==> config.mk <==
export PLATFORM = sky130hd
export DESIGN_NAME = i2c_target_resp
export DESIGN_NICKNAME = d
export VERILOG_FILES = /design/src/rtl/i2c_pkg.sv /design/src/rtl/i2c_in_filter.sv /design/src/rtl/i2c_target_resp.sv
export SDC_FILE = /design/constraint.sdc
export NUM_CORES = 1
export LEC_CHECK = 0
export BUFFER_PORTS_ARGS = -buffer_cell sky130_fd_sc_hd__clkbuf_2
export CORE_ASPECT_RATIO = 2
export CORE_MARGIN = 3
export CORE_UTILIZATION = 34
export DETAILED_ROUTE_END_ITERATION = 12
export PLACE_DENSITY_LB_ADDON = 0.25
export SLEW_MARGIN = 20
export SYNTH_ARGS = -nofsm -noshare
export SYNTH_HDL_FRONTEND = slang
export SYNTH_SLANG_ARGS = --single-unit
==> constraint.sdc <==
create_clock -name clk -period 4.2 [get_ports clk]
set_input_delay 0.63 -clock clk [delete_from_list [all_inputs] [get_ports clk]]
set_output_delay 0.63 -clock clk [all_outputs]
set_load 0.01 [all_outputs]
==> src/rtl/i2c_pkg.sv <==
// Shared types for the I2C target responder: transfer state encoding and R/W bit meaning.
package i2c_pkg;

  typedef enum logic [2:0] {
    StIdle,
    StAddr,
    StAddrAck,
    StWrite,
    StWrAck,
    StRead,
    StRdAck,
    StIgnore
  } i2c_state_e;

  localparam logic I2C_RW_READ = 1'b1;

endpackage

==> src/rtl/i2c_in_filter.sv <==
// Two-flop synchroniser plus stability filter for one I2C line; emits the accepted level and
// single-cycle rise/fall pulses aligned with the level change.
module i2c_in_filter #(
  parameter int unsigned FILT_LEN = 3
) (
  input  logic clk,
  input  logic rst,
  input  logic pin,
  output logic level,
  output logic rise,
  output logic fall
);

  localparam int unsigned CntW = (FILT_LEN > 1) ? $clog2(FILT_LEN) : 1;

  logic [1:0]      sync_q;
  logic [CntW-1:0] cnt_q;
  logic            settle;

  // A new synced level is accepted once it has been seen on FILT_LEN consecutive edges.
  assign settle = (sync_q[1] != level) && (cnt_q == CntW'(FILT_LEN - 1));

  always_ff @(posedge clk or negedge rst) begin
    if (!rst) begin
      sync_q <= 2'b11;
      cnt_q  <= '0;
      level  <= 1'b1;
      rise   <= 1'b0;
      fall   <= 1'b0;
    end else begin
      sync_q <= {sync_q[0], pin};
      rise   <= settle & sync_q[1];
      fall   <= settle & ~sync_q[1];
      if ((sync_q[1] == level) || settle) begin
        cnt_q <= '0;
      end else begin
        cnt_q <= cnt_q + CntW'(1);
      end
      if (settle) begin
        level <= sync_q[1];
      end
    end
  end

endmodule

==> src/rtl/i2c_target_resp.sv <==
// I2C target: filters SCL/SDA, detects START/STOP, matches a 7-bit address, ACKs written bytes
// and serves read bytes from tx_data. Only ever pulls SDA low; never touches SCL.
module i2c_target_resp
  import i2c_pkg::*;
#(
  parameter logic [6:0]  TGT_ADDR = 7'h28,
  parameter int unsigned FILT_LEN = 3
) (
  input  logic       clk,
  input  logic       rst,
  input  logic       scl_i,
  input  logic       sda_i,
  output logic       sda_oe,
  output logic [7:0] rx_data,
  output logic       rx_valid,
  input  logic [7:0] tx_data,
  output logic       tx_load,
  output logic       addr_hit,
  output logic       rd_mode,
  output logic       stop_det
);

  logic scl_lvl, scl_rise, scl_fall;
  logic sda_lvl, sda_rise, sda_fall;

  i2c_in_filter #(
    .FILT_LEN(FILT_LEN)
  ) u_scl_filt (
    .clk  (clk),
    .rst  (rst),
    .pin  (scl_i),
    .level(scl_lvl),
    .rise (scl_rise),
    .fall (scl_fall)
  );

  i2c_in_filter #(
    .FILT_LEN(FILT_LEN)
  ) u_sda_filt (
    .clk  (clk),
    .rst  (rst),
    .pin  (sda_i),
    .level(sda_lvl),
    .rise (sda_rise),
    .fall (sda_fall)
  );

  logic start_evt, stop_evt;

  assign start_evt = sda_fall & scl_lvl;
  assign stop_evt  = sda_rise & scl_lvl;

  i2c_state_e state_q;
  logic [2:0] bit_cnt_q;
  logic [6:0] shift_q;

  always_ff @(posedge clk or negedge rst) begin
    if (!rst) begin
      state_q   <= StIdle;
      bit_cnt_q <= 3'd0;
      shift_q   <= 7'd0;
      sda_oe    <= 1'b0;
      rx_data   <= 8'd0;
      rx_valid  <= 1'b0;
      tx_load   <= 1'b0;
      addr_hit  <= 1'b0;
      rd_mode   <= 1'b0;
      stop_det  <= 1'b0;
    end else begin
      rx_valid <= 1'b0;
      tx_load  <= 1'b0;
      stop_det <= 1'b0;
      // Bus events take priority over any SCL edge seen in the same cycle.
      if (start_evt) begin
        state_q   <= StAddr;
        bit_cnt_q <= 3'd0;
        sda_oe    <= 1'b0;
        addr_hit  <= 1'b0;
      end else if (stop_evt) begin
        state_q  <= StIdle;
        sda_oe   <= 1'b0;
        addr_hit <= 1'b0;
        stop_det <= 1'b1;
      end else begin
        unique case (state_q)
          StIdle: ;

          StAddr: begin
            if (scl_rise) begin
              shift_q   <= {shift_q[5:0], sda_lvl};
              bit_cnt_q <= bit_cnt_q + 3'd1;
              if (bit_cnt_q == 3'd7) begin
                if (shift_q == TGT_ADDR) begin
                  state_q <= StAddrAck;
                  rd_mode <= sda_lvl;
                end else begin
                  state_q <= StIgnore;
                end
              end
            end
          end

          // sda_oe doubles as the ACK phase: first fall starts the ACK, second fall ends it.
          StAddrAck: begin
            if (scl_fall) begin
              if (!sda_oe) begin
                sda_oe   <= 1'b1;
                addr_hit <= 1'b1;
              end else if (rd_mode == I2C_RW_READ) begin
                tx_load   <= 1'b1;
                shift_q   <= tx_data[6:0];
                sda_oe    <= ~tx_data[7];
                bit_cnt_q <= 3'd0;
                state_q   <= StRead;
              end else begin
                sda_oe  <= 1'b0;
                state_q <= StWrite;
              end
            end
          end

          StWrite: begin
            if (scl_rise) begin
              shift_q   <= {shift_q[5:0], sda_lvl};
              bit_cnt_q <= bit_cnt_q + 3'd1;
              if (bit_cnt_q == 3'd7) begin
                rx_data  <= {shift_q, sda_lvl};
                rx_valid <= 1'b1;
                state_q  <= StWrAck;
              end
            end
          end

          StWrAck: begin
            if (scl_fall) begin
              if (!sda_oe) begin
                sda_oe <= 1'b1;
              end else begin
                sda_oe  <= 1'b0;
                state_q <= StWrite;
              end
            end
          end

          StRead: begin
            if (scl_fall) begin
              bit_cnt_q <= bit_cnt_q + 3'd1;
              if (bit_cnt_q == 3'd7) begin
                sda_oe  <= 1'b0;
                state_q <= StRdAck;
              end else begin
                sda_oe  <= ~shift_q[6];
                shift_q <= {shift_q[5:0], 1'b0};
              end
            end
          end

          // A NACK leaves before the next fall, so reaching a fall here means ACK.
          StRdAck: begin
            if (scl_rise && sda_lvl) begin
              state_q <= StIgnore;
            end else if (scl_fall) begin
              tx_load   <= 1'b1;
              shift_q   <= tx_data[6:0];
              sda_oe    <= ~tx_data[7];
              bit_cnt_q <= 3'd0;
              state_q   <= StRead;
            end
          end

          StIgnore: sda_oe <= 1'b0;

          default: state_q <= StIdle;
        endcase
      end
    end
  end

endmodule

; ---- Word level (Yosys, flattened, before mapping)
; Cells that the tools add are included.
[totals]
register_bits = 41
inputBits = 12
output_inout_bits = 14
word_cells = 169
[classes]
n_addsub = 3
n_eq_ne = 45
n_mux = 70
n_bitwise = 12
n_reduce_logical = 19
[op_table]
columns = cell, n
row1 = $mux W3, 25
row2 = $mux W7, 8
row3 = $mux W1, 30
row4 = $pmux W7 S4, 1
row5 = $ne A4 B3 Y1 const B, 6
row6 = $ne A4 B4 Y1 const B, 6
row7 = $pmux W3 S6, 1
row8 = $eq A3 B3 Y1 const B, 5
row9 = $pmux W3 S4, 1
row10 = $reduce_and A12 Y1, 1
row11 = $reduce_and A6 Y1, 2
row12 = $reduce_and A11 Y1, 1
row13 = $ne A2 B2 Y1 const B, 5
row14 = $ne A3 B2 Y1 const B, 3
row15 = $ne A3 B3 Y1 const B, 3
row16 = $reduce_and A9 Y1, 1
row17 = $ne A2 B1 Y1 const B, 4
row18 = $reduce_bool A8 Y1, 1
row19 = $eq A7 B6 Y1 const B, 1
row20 = $reduce_bool A7 Y1, 1
row21 = $and A1 B1 Y1, 6
row22 = $eq A3 B2 Y1 const B, 2
row23 = $ne A3 B1 Y1 const B, 2
row24 = $not A1 Y1, 6
row25 = 18 further kinds, 27

; ---- Depth between registers and ports, before layout
; Gate-level depths: netlist of run 1.
[depth]
ltp_word = 7
mapped_depth = 6
mapped_depth_nobuf = 6

; ---- Cells and area by module
; Synthesis of run 1 repeated with hierarchy kept, for this count alone.
[hier_totals]
cells_unflattened = 175
hier_area_um2 = 2112.0
[modules_own_cells]
columns = module, n_inst, cells_each, area_per_inst_um2, seq_area_each_um2
row1 = i2c_target_resp, 1, 141, 1636.6, 675.6
row2 = i2c_in_filter, 2, 17, 237.7, 178.9

; ---- Worst setup path after synthesis of run 1
; Ideal clock, no wire load.
[synth_path]
path_kind = register to register
startpoint = register bit_cnt_q[0]
endpoint = register sda_oe
arrival_time_ns = 1.597
setup_slack_ns = 2.504
stages_incl_launch_ff = 7
path_buffers = 0
path_cell_list = dfrtp_1 ha_1 ha_1 or3b_1 a211oi_1 a221oi_1 a311oi_1
[synth_between]
elab_chain_cells = 6
[synth_lines]
columns = element, line_no
row1 = start: declaration, i2c_target_resp.sv:54  ; logic [2:0] bit_cnt_q;
row2 = start signal: assignment, i2c_target_resp.sv:91  ; bit_cnt_q <= bit_cnt_q + 3'd1;
row3 = start signal: assignment, i2c_target_resp.sv:125  ; bit_cnt_q <= bit_cnt_q + 3'd1;
row4 = start signal: assignment, i2c_target_resp.sv:147  ; bit_cnt_q <= bit_cnt_q + 3'd1;
row5 = $eq A3 B3 Y1, i2c_target_resp.sv:148  ; if (bit_cnt_q == 3'd7) begin
row6 = $mux W1, i2c_target_resp.sv:148
row7 = $mux W1, i2c_target_resp.sv:146  ; if (scl_fall) begin
row8 = $pmux W1 S5, i2c_target_resp.sv:85  ; unique case (state_q)
row9 = $mux W1, i2c_target_resp.sv:79  ; end else if (stop_evt) begin
row10 = $mux W1, i2c_target_resp.sv:74  ; if (start_evt) begin
row11 = end signal: assignment, i2c_target_resp.sv:112  ; sda_oe <= ~tx_data[7];
row12 = end signal: assignment, i2c_target_resp.sv:152  ; sda_oe <= ~shift_q[6];
row13 = end signal: assignment, i2c_target_resp.sv:165  ; sda_oe <= ~tx_data[7];
row14 = end: declaration, i2c_target_resp.sv:13  ; output logic sda_oe,
; No other way between the ends. The select of a mux whose other input is x is not followed.
; A chain may end at the register's enable or synchronous reset.

; ---- Worst setup path in the final report of run 1
[layout_path]
startpoint = register state_q[1]
endpoint = register shift_q[3]
[layout_between]
elab_chain_cells = 4
elab_cells_between_ends = 17
classes_between = eq/ne (13) / mux (1) / reduce/logical (3)
[layout_lines]
columns = element, line_no
row1 = start: declaration, i2c_target_resp.sv:53  ; i2c_state_e state_q;
row2 = start signal: assignment, i2c_target_resp.sv:59  ; state_q <= StIdle;
row3 = start signal: assignment, i2c_target_resp.sv:75  ; state_q <= StAddr;
row4 = start signal: assignment, i2c_target_resp.sv:80  ; state_q <= StIdle;
row5 = $eq A3 B2 Y1 or $eq A3 B1 Y1 (tied branches), i2c_target_resp.sv:85
row6 = $reduce_or A2 Y1 (no source line), n/a
row7 = $ne A2 B1 Y1 (no source line) or $reduce_bool A4 Y1 (tied branches), n/a
row8 = $reduce_and A11 Y1 (no source line), n/a
row9 = end signal: assignment, i2c_target_resp.sv:90  ; shift_q <= {shift_q[5:0], sda_lvl};
row10 = end signal: assignment, i2c_target_resp.sv:111  ; shift_q <= tx_data[6:0];
row11 = end signal: assignment, i2c_target_resp.sv:124  ; shift_q <= {shift_q[5:0], sda_lvl};
row12 = end: declaration, i2c_target_resp.sv:55  ; logic [6:0] shift_q;
; Several ways; a longest one is shown, not always the timed one.

==> results of run 1 <==
-- per-stage QoR --
stage,power [W],hold WS [ps]
floorplan,0.0007814,334.4
global placement,0.0008572,346.3
detailed placement,0.0008605,348.2
CTS,0.001375,357.2
global route,0.001437,362.9
finish,0.001356,355.3
-- registers in the layout, indices dropped and copies added, names as in the netlist --
signal / cells
addr_hit: 1
bit_cnt_q: 3
rd_mode: 1
rx_data: 8
rx_valid: 1
sda_oe: 1
shift_q: 7
state_q: 3
stop_det: 1
tx_load: 1
u_scl_filt.cnt_q: 2
u_scl_filt.fall: 1
u_scl_filt.level: 1
u_scl_filt.rise: 1
u_scl_filt.sync_q: 2
u_sda_filt.cnt_q: 2
u_sda_filt.fall: 1
u_sda_filt.level: 1
u_sda_filt.rise: 1
u_sda_filt.sync_q: 2
-- area by class of cell --
| type | instances | area (um^2) |
|---|---|---|
| repair buffers | 25 | 125.1 |
| multi-input cells | 117 | 937.1 |
| fillers | 572 | 3400 |
| well taps | 61 | 76.32 |
| inverters | 11 | 41.29 |
| clock buffers | 5 | 125.1 |
| flip-flops and latches | 41 | 1033 |
| clock inverters | 3 | 68.82 |
-- worst max path at each step --
stage          cells past startpoint    endpoint  slack (ps)         start
2_1_floorplan                      6      sda_oe        2500  bit_cnt_q[0]
3_3_place_gp                       4  shift_q[4]        2180    state_q[1]
3_5_place_dp                       4  shift_q[3]        2120    state_q[1]
4_1_cts                            4  shift_q[3]        2130    state_q[1]
5_1_grt                            4  shift_q[3]        2010    state_q[1]
6_report                           4  shift_q[3]        2100    state_q[1]
-- cells in the mapped netlist, drive strengths merged, types with 4 or more instances --
master   n  share of area
a21oi    5          0.018
buf      5          0.022
dfrtp   35           0.42
dfstp    6          0.076
ha       4          0.024
inv     11          0.020
mux2    21           0.12
mux2i    5          0.024
nand2   11          0.021
nand3    6          0.021
nor2    13          0.024
o21ai    5          0.012
-- power groups by stage --
| stage | Clock, W | Combinational, W | Sequential (W) |
|---|---|---|---|
| 2_1_floorplan | 0 | 0.000231 | 0.000550 |
| 3_3_place_gp | 0 | 0.000258 | 0.000599 |
| 3_5_place_dp | 0 | 0.000262 | 0.000598 |
| 4_1_cts | 0.000519 | 0.000263 | 0.000592 |
| 5_1_grt | 0.000533 | 0.000294 | 0.000609 |
| 6_report | 0.000507 | 0.000258 | 0.000591 |
-- cell families after synthesis --
| logic type | synth area share |
|---|---|
| adders and majority gates | 0.02427 |
| AOI/OAI and AO/OA | 0.1056 |
| DFF | 0.5012 |
| muxes | 0.1426 |
| buffers and inverters | 0.04429 |
| xor gates and xnor gates | 0.01275 |
| and+or+nand+nor | 0.1693 |
-- per-layer routing --
layer,share of wire,GRT usage,vias to the layer above
met4,0.037,0.08538,0
met1,0.39,0.1620,691
li1,-,-,684
met2,0.53,0.2313,40
met3,0.045,0.03429,14
met5,0,0,-
-- placed cells by master (no fill, tap or decap), drive strengths merged, types with 4 or more instances in the layout --
| master | instances |
|---|---|
| nand3 | 6 |
| nor2 | 13 |
| o21ai | 5 |
| dfstp | 6 |
| mux2i | 5 |
| a21oi | 5 |
| inv | 12 |
| clkbuf | 29 |
| nand2 | 11 |
| dfrtp | 35 |
| mux2 | 21 |
| ha | 4 |
==> impl_metrics.yaml, run 1 <==
critical_path:
  worstPathCellList: "nand2b_1 -> o32a_2 -> nand3_4 -> mux2_1"
  worstPathRequired_ps: 4370
  end_kind: "flop"
  crit_fanout: 20
  cp.arrival_ps: 2280
  worstSetupPathType: "flop to flop"
  slowest_stage: "dfrtp_1"
  worstRegToRegCells: 4
  rrSetupSlack_ps: 2100
  setup.worst_path.start_class: "flop"
  critical_path.reg2reg.endpoint: "shift_q[3]"
  slowest_delay_ps: 760
  cp_num_buf_inv: 0
  cpLargestDelayFamily: "flip-flops"
  r2r_start: "state_q[1]"
die:
  die_y_um: 116.1
  fp-row-count: 39
  start_util: 0.3551
  die_area_um2: 7091
  core-area_um2: 5807
  io_pins: 26
  die_x_um: 61.07
power:
  vdd_ir_drop_max_mv: 0.3966
  p_int_w: 0.0009657
  p_leak_nw: 1.136
  powerDensity_nw_per_um2: 563.2
  power.switching_w: 0.0003902
  p_sw_frac: 0.2878
  clockPowerShare: 0.374
  pwr-share-comb: 0.190
  pwr-share-seq: 0.436
final_layout:
  fin_nets: 217
  post-route-util: 0.4146
  fin_area_um2: 2407
  n_antenna_cell: 0
  area_growth_pct: 16.75
  stdcell_count: 263
  drive_above_1_share: 0.3168
clock_network:
  cts_root_buffer: "clkbuf_16"
  htreeDepth: 2
  clock_path_buffers: 2
  clkSlewWorstSetupHoldPaths_ps: 60
  post-cts-setup-buffers: 0
  cts_resized: 0
  numCtsBuffers: 5
  postCtsHoldBufs: 0
  insertion_delay_ps: 290
  cts_sinks: 41
  cts_tree: "yes"
global_route:
  globalRouteTotalUtil: 0.1420
  grt_max_degree: 42
  grt_pass1_wl_um: 7389
  grt_pass1_vias: 1561
  gr-total-overflow: 0
  antenna_found_initial: 0
sta:
  setup_ws_ps: 2097
  tns_ps: 0
  worstMarginPinSlew_ps: 933.2
  setup_viol: 0
  relSlewSlack: 0.3779
  fmax_ghz: 0.4755
  drv_slew: 0
  rsz0062_at_grt: "false"
  min_period_ps: 2103
  fin_crit_sh: 0.5008
  fin_skew_ps: 3.984
  hold_viol: 0
min_path:
  hold_class: "flop to flop"
  holdPathStages: 0
  hp-start: "u_scl_filt.sync_q[0]"
  worstHoldEndpoint: "u_scl_filt.sync_q[1]"
status:
  outcome: "complete, no violations"
placement:
  dpl.hpwl_um: 3034
  portBuffers: 25
  pre_cts_slack_ps: 2123
  place_inst: 255
  placed_area_um2: 2213
  globalplace.congestion: 0.7709
routing:
  finalWirelength_um: 4275
  vias_per_cell: 5.433
  drtIter0Drc: 8
  num_vias: 1429
  drc: 0
  ant_nets: 0
  dr.pass1.iters: 4
  wl_per_cell_um: 16.25
synth:
  ys_warn_count: 0
  avgSynthCellArea_um2: 11.78
  synth-seq-cells: 41
  synth_flop_cell: "dfrtp_1"
  netlist_instances: 175
  async_flop_share: 1.000
  synth_edf_count: 0
  synthDistinctLibCells: 52
  syn-num-nets: 191
  seq_area_frac_synth: 0.5012
  synth_area_um2: 2062
run:
  cap_violations: 0
No activity file was read; power rests on OpenSTA's default activity.
==> inputs of run 2 (changes only) <==
- clock period: 4.2 -> 2.12 ns (I/O delays scaled with it)
==> run 2 against run 1 <==
  * Critical path depth unchanged
  * Power up 90%
  * Sequential power up 98%
  * Global-route usage down 0.13 points
  * Largest cell class unchanged
==> impl_metrics.yaml, run 2 (synthesis results as in run 1) <==
power:
  p_sw_frac: 0.2902
  pwr-share-seq: 0.456
  p_leak_nw: 1.156
  p_int_w: 0.001826
  clockPowerShare: 0.345
  vdd_ir_drop_max_mv: 0.6492
  finalPower_w: 0.002572
  powerDensity_nw_per_um2: 1058
  pwr-share-comb: 0.199
  power.switching_w: 0.0007465
routing:
  vias_per_cell: 5.290
  drtIter0Drc: 32
  dr.pass1.iters: 4
  wl_per_cell_um: 15.90
  drc: 0
  num_vias: 1423
  ant_nets: 0
  finalWirelength_um: 4276
sta:
  setup_viol: 0
  fmax_ghz: 0.5215
  drv_slew: 0
  fin_crit_sh: 0.9044
  whs_ps: 79.28
  relSlewSlack: 0.6533
  min_period_ps: 1917
  worstMarginPinSlew_ps: 520.1
  tns_ps: 0
  hold_viol: 0
  fin_skew_ps: 7.949
  setup_ws_ps: 202.6
  rsz0062_at_grt: "false"
critical_path:
  critical_path.reg2reg.endpoint: "shift_q[3]"
  cp.arrival_ps: 2080
  rrSetupSlack_ps: 200
  r2r_start: "state_q[0]"
  worstPathRequired_ps: 2290
  worstRegToRegCells: 4
  worstSetupPathType: "flop to flop"
  crit_end: "shift_q[3]"
  crit_start: "state_q[0]"
  setup.worst_path.start_class: "flop"
  crit_fanout: 17
  end_kind: "flop"
status:
  outcome: "complete, no violations"
clock_network:
  clock_path_buffers: 2
  insertion_delay_ps: 290
  numCtsBuffers: 5
  cts_root_buffer: "clkbuf_16"
  post-cts-setup-buffers: 0
  cts_sinks: 41
  clkSlewWorstSetupHoldPaths_ps: 60
  postCtsHoldBufs: 0
  cts_tree: "yes"
  cts_resized: 0
  htreeDepth: 2
die:
  start_util: 0.3551
  fp-row-count: 39
  io_pins: 26
  die_x_um: 61.07
  core-area_um2: 5807
  die_area_um2: 7091
  die_y_um: 116.1
placement:
  globalplace.congestion: 0.7854
  dpl.hpwl_um: 3101
  pre_cts_slack_ps: 207.5
  portBuffers: 25
global_route:
  globalRouteTotalUtil: 0.1407
  gr-total-overflow: 0
  grt_pass1_wl_um: 7327
  grt_max_degree: 42
  grt_pass1_vias: 1512
  antenna_found_initial: 0
final_layout:
  top_register: "rx_data"
  drive_above_1_share: 0.3317
  reg_top3: "rx_data (8), shift_q (7)"
  post-route-util: 0.4187
  largest_reg_flops: 8
  n_antenna_cell: 0
  area_growth_pct: 17.90
  final_cell_mix: "dfrtp_1 (35), clkbuf_2 (25), mux2_2 (14)"
  final_common_cell: "dfrtp_1"
  fin_nets: 223
min_path:
  hold_class: "input port to async pin"
run:
  cap_violations: 0
run 2: layout make-up:
| class | count | area (um^2) |
|---|---|---|
| fill | 563 | 3376 |
| timing repair buffer | 31 | 170.2 |
| multi-input combinational | 117 | 937.1 |
| sequential | 41 | 1033 |
| inverter | 11 | 41.29 |
| clock inverter | 1 | 30.03 |
| tap | 61 | 76.32 |
| clock buffer | 7 | 142.6 |
run 2: through the flow:
step	area [um^2]	cells
3_3_place_gp	2258	261
2_1_floorplan	2062	175
5_1_grt	2431	269
6_report	2431	269
3_5_place_dp	2258	261
4_1_cts	2431	269
run 2: per-layer routing:
| metal | track usage | routed length (um) | up-vias |
|---|---|---|---|
| met3 | 0.03540 | 145 | 7 |
| met5 | 0 | 0 | - |
| met2 | 0.2390 | 2342 | 29 |
| met1 | 0.1577 | 1680 | 699 |
| li1 | - | - | 688 |
| met4 | 0.06802 | 107 | 0 |
run 2: power groups by stage:
stage	clock network [W]	registers (W)	logic, W
final	0.000888	0.00117	0.000512
after global placement	0	0.00119	0.000511
after global routing	0.000938	0.00120	0.000582
after detailed placement	0	0.00119	0.000522
after CTS	0.000915	0.00118	0.000525
after floorplan	0	0.00109	0.000459
run 2: how the worst min path moves through the flow:
stage / startpoint / endpoint / slack, ps / cells after the start
after floorplan: rst / addr_hit / 20 / 0
after global placement: u_scl_filt.sync_q[0] / u_scl_filt.sync_q[1] / 350 / 0
after detailed placement: u_scl_filt.sync_q[0] / u_scl_filt.sync_q[1] / 350 / 0
after CTS: sda_i / u_sda_filt.sync_q[0] / 100 / 1
after global routing: scl_i / u_scl_filt.sync_q[0] / 100 / 1
final: rst / stop_det / 80 / 2
run 2: worst max-delay path, cell delays in order, from the launching register on:
cell     delay, ps
dfrtp_1        640
inv_1          190
a21oi_4        310
mux2_2         370
mux2_1         280
